$ cat src/rtl/output_port_fifo.sv
// output_port_fifo
//   First-word-fall-through FIFO that buffers CPU output words for a host.
//   The CPU writes with a valid/ready handshake. A word offered while the
//   FIFO is full is dropped, and the sticky overflow flag records the drop.
//
// Ports
//   clk       : single clock, rising-edge active
//   reset     : asynchronous, active-high; clears pointers, count and flags
//   wr_valid  : CPU offers wr_data
//   wr_data   : CPU output word (WIDTH bits)
//   wr_ready  : FIFO not full
//   rd_valid  : FIFO not empty, rd_data holds the head entry
//   rd_data   : head entry, or 0 when empty
//   rd_ready  : host accepts the head entry
//   count     : occupancy, 0..DEPTH
//   overflow  : sticky, a word was dropped because the FIFO was full
//   clr_ovf   : synchronous clear of overflow (a drop in the same cycle wins)
module output_port_fifo #(
   parameter int WIDTH = 3,
   parameter int DEPTH = 4
) (
   input  logic                       clk,
   input  logic                       reset,
   input  logic                       wr_valid,
   input  logic [WIDTH-1:0]           wr_data,
   output logic                       wr_ready,
   output logic                       rd_valid,
   output logic [WIDTH-1:0]           rd_data,
   input  logic                       rd_ready,
   output logic [$clog2(DEPTH+1)-1:0] count,
   output logic                       overflow,
   input  logic                       clr_ovf
);

   localparam int PW = $clog2(DEPTH);
   localparam int CW = $clog2(DEPTH+1);
   localparam logic [CW-1:0] FULL_CNT = CW'(DEPTH);

   logic [WIDTH-1:0] mem_q [DEPTH];

   logic [PW-1:0] wr_ptr_q, wr_ptr_d;
   logic [PW-1:0] rd_ptr_q, rd_ptr_d;
   logic [CW-1:0] count_q,  count_d;
   logic          overflow_q, overflow_d;

   logic push, pop, drop;

   // Handshake flags come only from registered occupancy.
   assign wr_ready = (count_q != FULL_CNT);
   assign rd_valid = (count_q != '0);

   assign push = wr_valid & wr_ready;
   assign pop  = rd_valid & rd_ready;
   assign drop = wr_valid & ~wr_ready;

   always_comb begin
      wr_ptr_d   = wr_ptr_q;
      rd_ptr_d   = rd_ptr_q;
      count_d    = count_q;
      overflow_d = overflow_q;

      // DEPTH is a power of two, so plain increments wrap DEPTH-1 -> 0.
      if (push) wr_ptr_d = wr_ptr_q + PW'(1);
      if (pop)  rd_ptr_d = rd_ptr_q + PW'(1);

      unique case ({push, pop})
         2'b10:   count_d = count_q + CW'(1);
         2'b01:   count_d = count_q - CW'(1);
         default: count_d = count_q;
      endcase

      // A drop in the same cycle as clr_ovf keeps the flag set.
      if (drop)         overflow_d = 1'b1;
      else if (clr_ovf) overflow_d = 1'b0;
   end

   always_ff @(posedge clk or posedge reset) begin
      if (reset) begin
         wr_ptr_q   <= '0;
         rd_ptr_q   <= '0;
         count_q    <= '0;
         overflow_q <= 1'b0;
      end else begin
         wr_ptr_q   <= wr_ptr_d;
         rd_ptr_q   <= rd_ptr_d;
         count_q    <= count_d;
         overflow_q <= overflow_d;
      end
   end

   // Storage holds no reset; validity is tracked by count and pointers alone.
   always_ff @(posedge clk) begin
      if (push) mem_q[wr_ptr_q] <= wr_data;
   end

   assign rd_data  = rd_valid ? mem_q[rd_ptr_q] : '0;
   assign count    = count_q;
   assign overflow = overflow_q;

endmodule

$ cat config.mk
export PLATFORM = sky130hd
export DESIGN_NAME = output_port_fifo
export DESIGN_NICKNAME = d
export VERILOG_FILES = /design/src/rtl/output_port_fifo.sv
export SDC_FILE = /design/constraint.sdc
export NUM_CORES = 1
export LEC_CHECK = 0
export ABC_AREA = 1
export CAP_MARGIN = 20
export CORE_ASPECT_RATIO = 0.9
export CORE_MARGIN = 4
export CORE_UTILIZATION = 42
export DETAILED_ROUTE_END_ITERATION = 10
export DONT_BUFFER_PORTS = 1
export SLEW_MARGIN = 20
export SYNTH_ARGS = -nofsm -noshare
export SYNTH_HDL_FRONTEND = slang
export SYNTH_SLANG_ARGS = --single-unit
$ cat constraint.sdc
create_clock -name clk -period 2.3 [get_ports clk]
set_input_delay 0.575 -clock clk [delete_from_list [all_inputs] [get_ports clk]]
set_output_delay 0.575 -clock clk [all_outputs]
set_load 0.005 [all_outputs]
==> results of run 1 <==
## through the flow
stage	cell area (um^2)	cells	worst slack, ps	total power [mW]
5_1_grt	1120	139	347	1.56
2_1_floorplan	1040	109	626	1.06
4_1_cts	1120	139	434	1.43
3_5_place_dp	1060	135	511	1.15
3_3_place_gp	1060	135	545	1.14
6_report	1120	139	467	1.41
## power groups by stage
stage | registers [mW] | clock network, mW | logic [mW]
finish | 0.607 | 0.280 | 0.521
global route | 0.627 | 0.304 | 0.626
CTS | 0.611 | 0.289 | 0.532
detailed placement | 0.618 | 0 | 0.531
global placement | 0.615 | 0 | 0.530
floorplan | 0.576 | 0 | 0.488
## Yosys cell counts, drive strengths merged
| master | instances |
|---|---|
| nand3 | 12 |
| nand2 | 26 |
| xnor2 | 2 |
| nor2 | 4 |
| fa | 1 |
| o22ai | 1 |
| nand4 | 1 |
| a21oi | 3 |
| o21ai | 2 |
| dfrtp | 8 |
| edfxtp | 12 |
| inv | 31 |
| ha | 5 |
| buf | 1 |
## state kept, by name, indices dropped and copies added (netlist names)
name / count
mem_q: 12
count: 3
rd_ptr_q: 2
wr_ptr_q: 2
overflow: 1
## routing by layer
layer	part of all wire	up-vias
met1	0.50	264
met4	0.0046	0
li1	-	340
met5	0	-
met2	0.43	13
met3	0.063	2
## cells in the final DEF, fill, tap and decap left out, drive strengths merged
master	instances
o22ai	1
clkbuf	3
nand3	12
a21oi	3
bufinv	1
nand2	26
edfxtp	12
xnor2	2
nand4	1
fa	1
o21ai	2
nor2	4
dfrtp	8
inv	31
ha	5
## worst max-delay path by stage
| stage | to | slack, ps | cells past startpoint |
|---|---|---|---|
| 4_1_cts | rd_data[1] | 430 | 4 |
| 5_1_grt | rd_data[1] | 350 | 4 |
| 3_3_place_gp | count[2] | 540 | 10 |
| 2_1_floorplan | count[2] | 630 | 10 |
| 3_5_place_dp | count[2] | 510 | 10 |
| 6_report | rd_data[0] | 470 | 4 |
## cell families after synthesis
group           count (synthesis)  share of synthesized area
flops                          20                      0.538
buf+inv                        32                      0.122
simple gates                   43                      0.210
compound gates                  6                     0.0336
fa+ha+maj                       6                     0.0792
xor+xnor                        2                     0.0168
## worst max-delay path: cells and delay by family (launching register included)
kind	cells	cell delay, ps
AOI/OAI and AO/OA	1	190
and+or+nand+nor	2	140
DFF	1	520
buffers and inverters	1	110
## layout make-up
| cell class | count | area, um^2 |
|---|---|---|
| Inverter | 31 | 116 |
| Sequential cell | 20 | 561 |
| Clock inverter | 1 | 30.0 |
| Clock buffer | 3 | 22.5 |
| Fill cell | 204 | 1140 |
| Tap cell | 27 | 33.8 |
| Multi-Input combinational cell | 57 | 354 |
==> impl_metrics.tcl, run 1 <==
set metrics [dict create \
    cp-start-kind "flip-flop" \
    syn_avg_cell_area_um2 9.56 \
    routed_via_density 4.45 \
    finalClockSkew_ps 2.48 \
    grt_overflow 0 \
    reg2reg_to "count[2]" \
    area_delta_synth_final_pct 7.20 \
    grt_pass1_vias 593 \
    max_slew_margin 0.779 \
    fin_util 0.494 \
    fp.dieW_um 60.5 \
    std_cell_rows 16 \
    first_iter_violations 26 \
    met2_usage 0.148 \
    syn_area_um2 1040 \
    h-tree-depth 1 \
    numPortBuffers 0 \
    postCtsHoldBufs 0 \
    slowest_delay_ps 520 \
    worstRegToRegCells 10 \
    rsz0062_at_grt "false" \
    setup.worst_path.start "rd_ptr_q[0]" \
    tritoncts "done" \
    cts-root-buf "clkbuf_4" \
    postSynthCellCount 109 \
    switching_share 0.382 \
    power_per_cell_area_nw_per_um2 1260 \
    drive_above_1_share 0.125 \
    wl_mm 1.53 \
    cts_buffers 3 \
    post_drt_wl_per_cell_um 11.0 \
    initial_core_util 0.461 \
    synth-seq-cells 20 \
    hold_viol_final 0 \
    dieHeight_um 55.3 \
    clk_path_buf_depth 2 \
    cts_resized 0 \
    cp_slowest_cell "dfrtp_1" \
    cts_setup_buffers 0 \
    synth_area_leaders "edfxtp_1 (35%), dfrtp_1 (19%), inv_1 (9.4%), nand2_1 (8.6%), ha_1 (6.0%)" \
    gp_congestion 0.767 \
    reg2reg_slack_ps 510 \
    max_freq_ghz 0.546 \
    worstMarginPinSlew_ps 330 \
    min_period_over_period 0.797 \
    antenna_left 0 \
    grt_max_degree 13 \
    maxSlewViolCount 0 \
    coreArea_um2 2260 \
    vias 619 \
    cp.required_ps 1730 \
    path_clk_slew_ps 110 \
    num_io_pins 17 \
    pwr-share-seq 0.431 \
    critPathKind "reg2out" \
    grt_first_pass_wirelength_mm 2.70 \
    antenna_found_initial 0 \
    max-vdd-ir-drop_mv 0.803 \
    setup-tns-final_ps 0 \
    clock_latency_ps 300 \
    hold_class "in2async" \
    path_cells "inv_2, nand2_1, nand3_1, a21oi_1" \
    grt_usage 0.108 \
    yosysSeqAreaShare 0.538 \
    met1_usage 0.150 \
    status "complete, no violations" \
    max-cap-violations 0 \
    p_switching_uw 538 \
    setup_viol 0 \
    synth_nets 123 \
    p_leak_nw 0.545 \
    fin_nets 127 \
    met3_usage 0.0536 \
    dp_hpwl_mm 1.25 \
    antenna_cells 0 \
    pwr-share-comb 0.370 \
    path_max_fanout 9 \
    yosys_warnings 0 \
    pwr-share-clk 0.199 \
    cp.arrival_ps 1260 \
    ys_types 18 \
    fin_hold_ws_ps 94.1 \
    yosysTopAreaCellShare 0.346 \
    grt.busiest_layer "met1" \
    p_int_uw 870 \
    drt-pass1-iter-count 5 \
    endpoint_kind "primary output" \
    clkSinkCount 20 \
    fin_crit_ps 1830 \
    die-area_um2 3340 \
    regToRegStartpoint "count[1]" \
    drc 0 \
    yosys.area.top_type "edfxtp_1" \
]
No activity file was read; power rests on OpenSTA's default activity.
==> run 2, diff against run 1 <==
==> constraint.sdc (replaced) <==
create_clock -name clk -period 1.9 [get_ports clk]
set_input_delay 0.475 -clock clk [delete_from_list [all_inputs] [get_ports clk]]
set_output_delay 0.475 -clock clk [all_outputs]
set_load 0.005 [all_outputs]
==> run 2 against run 1 <==
  * Non-clock buffer count up 4
  * Clock-buffer cell count up 1
  * Final area up 2.6%
  * First-iteration DRC count up 38%
  * Core utilization up 1.3 points
  * Setup slack worse by 320 ps
  * Sequential power up 21%
  * Combinational power up 30%
==> impl_metrics.tcl, run 2 (synthesis results as in run 1) <==
set metrics [dict create \
    status "complete, no violations" \
    antenna_left 0 \
    hold_class "in2reg" \
    hold_viol_final 0 \
    tritoncts "done" \
    clock_latency_ps 300 \
    p_int_mw 1.04 \
    layout_commonest_cell "inv_1" \
    max_freq_ghz 0.571 \
    worstRegToRegCells 10 \
    fin_util 0.507 \
    setup.worst_path.start "rd_ptr_q[0]" \
    setup-tns-final_ps 0 \
    layout_common_cells "inv_1 (26), nand2_1 (24), edfxtp_1 (12)" \
    rsz0062_at_grt "false" \
    reg2reg_to "count[2]" \
    first_iter_violations 36 \
    maxSlewViolCount 0 \
    p_leak_nw 0.561 \
    num_io_pins 17 \
    switching_share 0.390 \
    p_switching_uw 664 \
    dieHeight_um 55.3 \
    clkSinkCount 20 \
    cts_buffers 3 \
    initial_core_util 0.461 \
    max_slew_margin 0.784 \
    vias 646 \
    antenna_found_initial 0 \
    max-vdd-ir-drop_mv 0.799 \
    largest_reg_flops 12 \
    grt_usage 0.110 \
    cp-start-kind "flip-flop" \
    layout_setup_ws_ps 149 \
    pwr-share-seq 0.433 \
    top_register "mem_q" \
    wl_mm 1.57 \
    h-tree-depth 1 \
    coreArea_um2 2260 \
    regToRegStartpoint "count[1]" \
    path_clk_slew_ps 120 \
    routed_via_density 4.52 \
    cp.arrival_ps 1280 \
    fin_nets 131 \
    dp_hpwl_mm 1.24 \
    power_mw 1.70 \
    cts-root-buf "clkbuf_4" \
    path_max_fanout 9 \
    min_period_over_period 0.922 \
    worstMarginPinSlew_ps 323 \
    critPathKind "reg2out" \
    placed_area_um2 1060 \
    reg2reg_slack_ps 170 \
    std_cell_rows 16 \
    setup_viol 0 \
    gp_congestion 0.767 \
    area_delta_synth_final_pct 9.96 \
    postLayoutCellArea_um2 1150 \
    antenna_cells 0 \
    pwr-share-comb 0.399 \
    die-area_um2 3340 \
    holdPathStages 0 \
    drt-pass1-iter-count 4 \
    drive_above_1_share 0.155 \
    fin_crit_ps 1750 \
    post_drt_wl_per_cell_um 11.0 \
    finalClockSkew_ps 11.0 \
    endpoint_kind "primary output" \
    hold-path-endpoint "mem_q[2][0]" \
    max-cap-violations 0 \
    hp-start "wr_data[0]" \
    numPortBuffers 0 \
    cp.required_ps 1420 \
    power_per_cell_area_nw_per_um2 1480 \
    grt_overflow 0 \
    pwr-share-clk 0.169 \
    grt_pass1_vias 635 \
    clk_path_buf_depth 2 \
    drc 0 \
    place_ws_ps 114 \
    n_fill_cell 200 \
    grt_first_pass_wirelength_mm 2.80 \
    grt_max_degree 13 \
    fp.dieW_um 60.5 \
]
-- run 2: how the worst max path moves through the flow --
stage,endpoint,slack (ps),depth (start not counted)
final,rd_data[1],150,4
after floorplan,count[2],230,10
after CTS,count[2],100,10
after detailed placement,count[2],110,10
after global placement,count[2],140,10
after global routing,count[2],7,10
-- run 2: layout make-up --
type | count | area [um^2] | area share
Clock buffer | 4 | 47.5 | 0.0415
Sequential cell | 20 | 562 | 0.490
Multi-Input combinational cell | 57 | 354 | 0.309
Inverter | 31 | 116 | 0.102
Timing Repair Buffer | 4 | 32.5 | 0.0284
Tap cell | 27 | 33.8 | 0.0295
-- run 2: repair_timing --
action | 4_1_cts | 5_1_grt
hold buffers | 1 | 0
endpoints found under the hold margin | 8 | 0
gates resized for setup | 0 | 1
setup endpoints to repair | 0 | 2
buffers inserted | 0 | 3
-- run 2: per-stage QoR --
| step | hold slack [ps] | instances |
|---|---|---|
| finish | 264 | 143 |
| global route | 243 | 143 |
| CTS | 250 | 140 |
| detailed placement | 329 | 135 |
| global placement | 330 | 135 |
| floorplan | 291 | 109 |
-- run 2: worst max-delay path, stage by stage (launching register included) --
cell and delay (ps):
dfrtp_1 530, inv_2 110, nand2_1 80, nand3_1 60
a21oi_1 190
-- run 2: power groups by stage --
| stage | logic [mW] | clock network (mW) | registers [mW] |
|---|---|---|---|
| 6_report | 0.678 | 0.287 | 0.735 |
| 5_1_grt | 0.815 | 0.308 | 0.759 |
| 4_1_cts | 0.652 | 0.296 | 0.736 |
| 3_5_place_dp | 0.646 | 0 | 0.746 |
| 3_3_place_gp | 0.642 | 0 | 0.744 |
| 2_1_floorplan | 0.591 | 0 | 0.698 |
-- run 2: per-layer routing --
layer  share of wire  vias up  track usage
li1                -      348            -
met3           0.049        2       0.0326
met5               0        -            0
met2            0.44       11        0.151
met1            0.50      285        0.158
met4          0.0051        0       0.0464
==> run 3, diff against run 2 <==
--- a/config.mk
+++ b/config.mk
@@ -12,7 +12,7 @@
 export CORE_UTILIZATION = 42
 export DETAILED_ROUTE_END_ITERATION = 10
 export DONT_BUFFER_PORTS = 1
-export SLEW_MARGIN = 20
+export SLEW_MARGIN = 10
 export SYNTH_ARGS = -nofsm -noshare
 export SYNTH_HDL_FRONTEND = slang
 export SYNTH_SLANG_ARGS = --single-unit
==> constraint.sdc (replaced) <==
create_clock -name clk -period 1.9 [get_ports clk]
set_input_delay 0.475 -clock clk [delete_from_list [all_inputs] [get_ports clk]]
set_output_delay 0.475 -clock clk [all_outputs]
set_load 0.1 [all_outputs]
==> run 3 against run 2 <==
  * Clock skew shrank 10 ps
  * Fmax is 5.2% lower
  * Die area unchanged
  * Routed wire length increased by 15%
  * Worst hold slack gained 4.5 ps
  * Core utilization up 11 points
  * Sequential share of layout area down 8.1 points
  * Register-to-register slack about the same
==> impl_metrics.tcl, run 3 (synthesis results as in run 1) <==
set metrics [dict create \
    maxSlewViolCount 0 \
    cts-root-buf "clkbuf_4" \
    num_io_pins 17 \
    fin_crit_ps 1850 \
    max_freq_ghz 0.542 \
    layout_commonest_cell "inv_1" \
    wl_mm 1.80 \
    largest_reg_flops 12 \
    min_period_over_period 0.972 \
    std_cell_rows 16 \
    post_drt_wl_per_cell_um 11.7 \
    numPortBuffers 0 \
    finalClockSkew_ps 0.973 \
    clock_latency_ps 290 \
    drc 0 \
    cp.required_ps 1420 \
    max_slew_margin 0.782 \
    worstMarginPinSlew_ps 326 \
    cp-start-kind "flip-flop" \
    met1_length_um 835 \
    n_fill_cell 177 \
    antenna_cells 0 \
    vias 677 \
    setup_viol 0 \
    drt-pass1-iter-count 4 \
    fin_nets 142 \
    grt_pass1_vias 663 \
    wl_met2_um 852 \
    clkSinkCount 20 \
    rsz0062_at_grt "true" \
    area_delta_synth_final_pct 34.7 \
    status "complete, no violations" \
    routed.top_layer "met4" \
    grt_first_pass_wirelength_mm 2.99 \
    hold_class "in2reg" \
    cts_buffers 3 \
    gp_congestion 0.737 \
    first_iter_violations 8 \
    clk_path_buf_depth 2 \
    cp_slowest_cell "dfrtp_2" \
    path_cells "buf_6, nand2_4, nand3_4, a21oi_4, buf_12" \
    initial_core_util 0.461 \
    die-area_um2 3340 \
    wl_met3_um 83 \
    h-tree-depth 1 \
    grt_usage 0.119 \
    dp_hpwl_mm 1.31 \
    dieHeight_um 55.3 \
    coreArea_um2 2260 \
    placed_area_um2 1240 \
    drive_above_1_share 0.386 \
    critPathKind "reg2out" \
    postLayoutCellArea_um2 1400 \
    fp.dieW_um 60.5 \
    antenna_found_initial 0 \
    tritoncts "done" \
    grt_max_degree 13 \
    layout_common_cells "inv_1 (23), nand2_1 (21), edfxtp_1 (12)" \
    hold_viol_final 0 \
    top_register "mem_q" \
    slowest_delay_ps 470 \
    routed_via_density 4.40 \
    antenna_left 0 \
    path_clk_slew_ps 110 \
    path_max_fanout 6 \
    cp.arrival_ps 1370 \
    grt_overflow 0 \
    endpoint_kind "primary output" \
    max-cap-violations 0 \
]
[run 3: changes by cell type in the layout (fill, tap and decap cells not counted), moves of 2 or more]
cell / before / now
buf_12: 0 / 3
inv_4: 0 / 2
a21oi_1: 3 / 0
inv_1: 26 / 23
nand3_1: 10 / 5
dfrtp_4: 0 / 3
buf_4: 3 / 10
nand3_2: 0 / 3
nand2_1: 24 / 21
a21oi_4: 0 / 3
dfrtp_1: 7 / 3
nand2_4: 2 / 4
nand3_4: 2 / 4
[run 3: area by class of cell]
| class | instances | area, um^2 | area share |
|---|---|---|---|
| inverters | 31 | 126 | 0.0900 |
| clock inverters | 1 | 30.0 | 0.0214 |
| repair buffers | 15 | 156 | 0.111 |
| multi-input cells | 57 | 460 | 0.328 |
| clock buffers | 3 | 22.5 | 0.0160 |
| well taps | 27 | 33.8 | 0.0241 |
| flip-flops and latches | 20 | 574 | 0.409 |
[run 3: final timing paths]
check	startpoint	endpoint	slack [ps]	depth (start not counted)
max in group asynchronous	reset	count[2]	1070	2
max reg2reg	count[2]	count[1]	170	8
min reg2reg	wr_ptr_q[0]	wr_ptr_q[0]	550	2
min in group asynchronous	reset	count[0]	570	2
min	wr_data[1]	mem_q[0][1]	270	0
max	rd_ptr_q[0]	rd_data[2]	50	5
[run 3: critical path: cells and delay by family, from the launching register on]
family / cells / cell delay, ps
flip-flops: 1 / 470
buffers and inverters: 2 / 340
AO/OA/AOI/OAI: 1 / 140
AND/OR/NAND/NOR: 2 / 130
[run 3: metrics by stage]
step	cells	util	TNS (ps)	setup WS, ps	hold slack, ps
final	154	0.621	0	53.4	268
after floorplan	109	-	-1290	-260	291
after CTS	149	0.580	0	3.75	1.86
after global placement	144	0.547	0	229	340
after global routing	154	0.621	-6.81	-6.81	229
after detailed placement	144	0.547	0	219	337
[run 3: layer usage]
layer / global-route usage / up-vias
met1: 0.159 / 292
li1: - / 369
met2: 0.177 / 12
met5: 0 / -
met4: 0.0557 / 0
met3: 0.0303 / 4
[run 3: timing repair]
action | CTS | global route
setup endpoints to repair | 3 | 3
buffers inserted | 1 | 4
pin swaps | 4 | 5
hold endpoints to repair | 0 | 4
hold buffers | 0 | 1
resized for setup | 6 | 13
Power of run 3 is left out: the tool's default activity adds up to more than one toggle a clock period on the data nets, which glitch-free logic cannot reach.
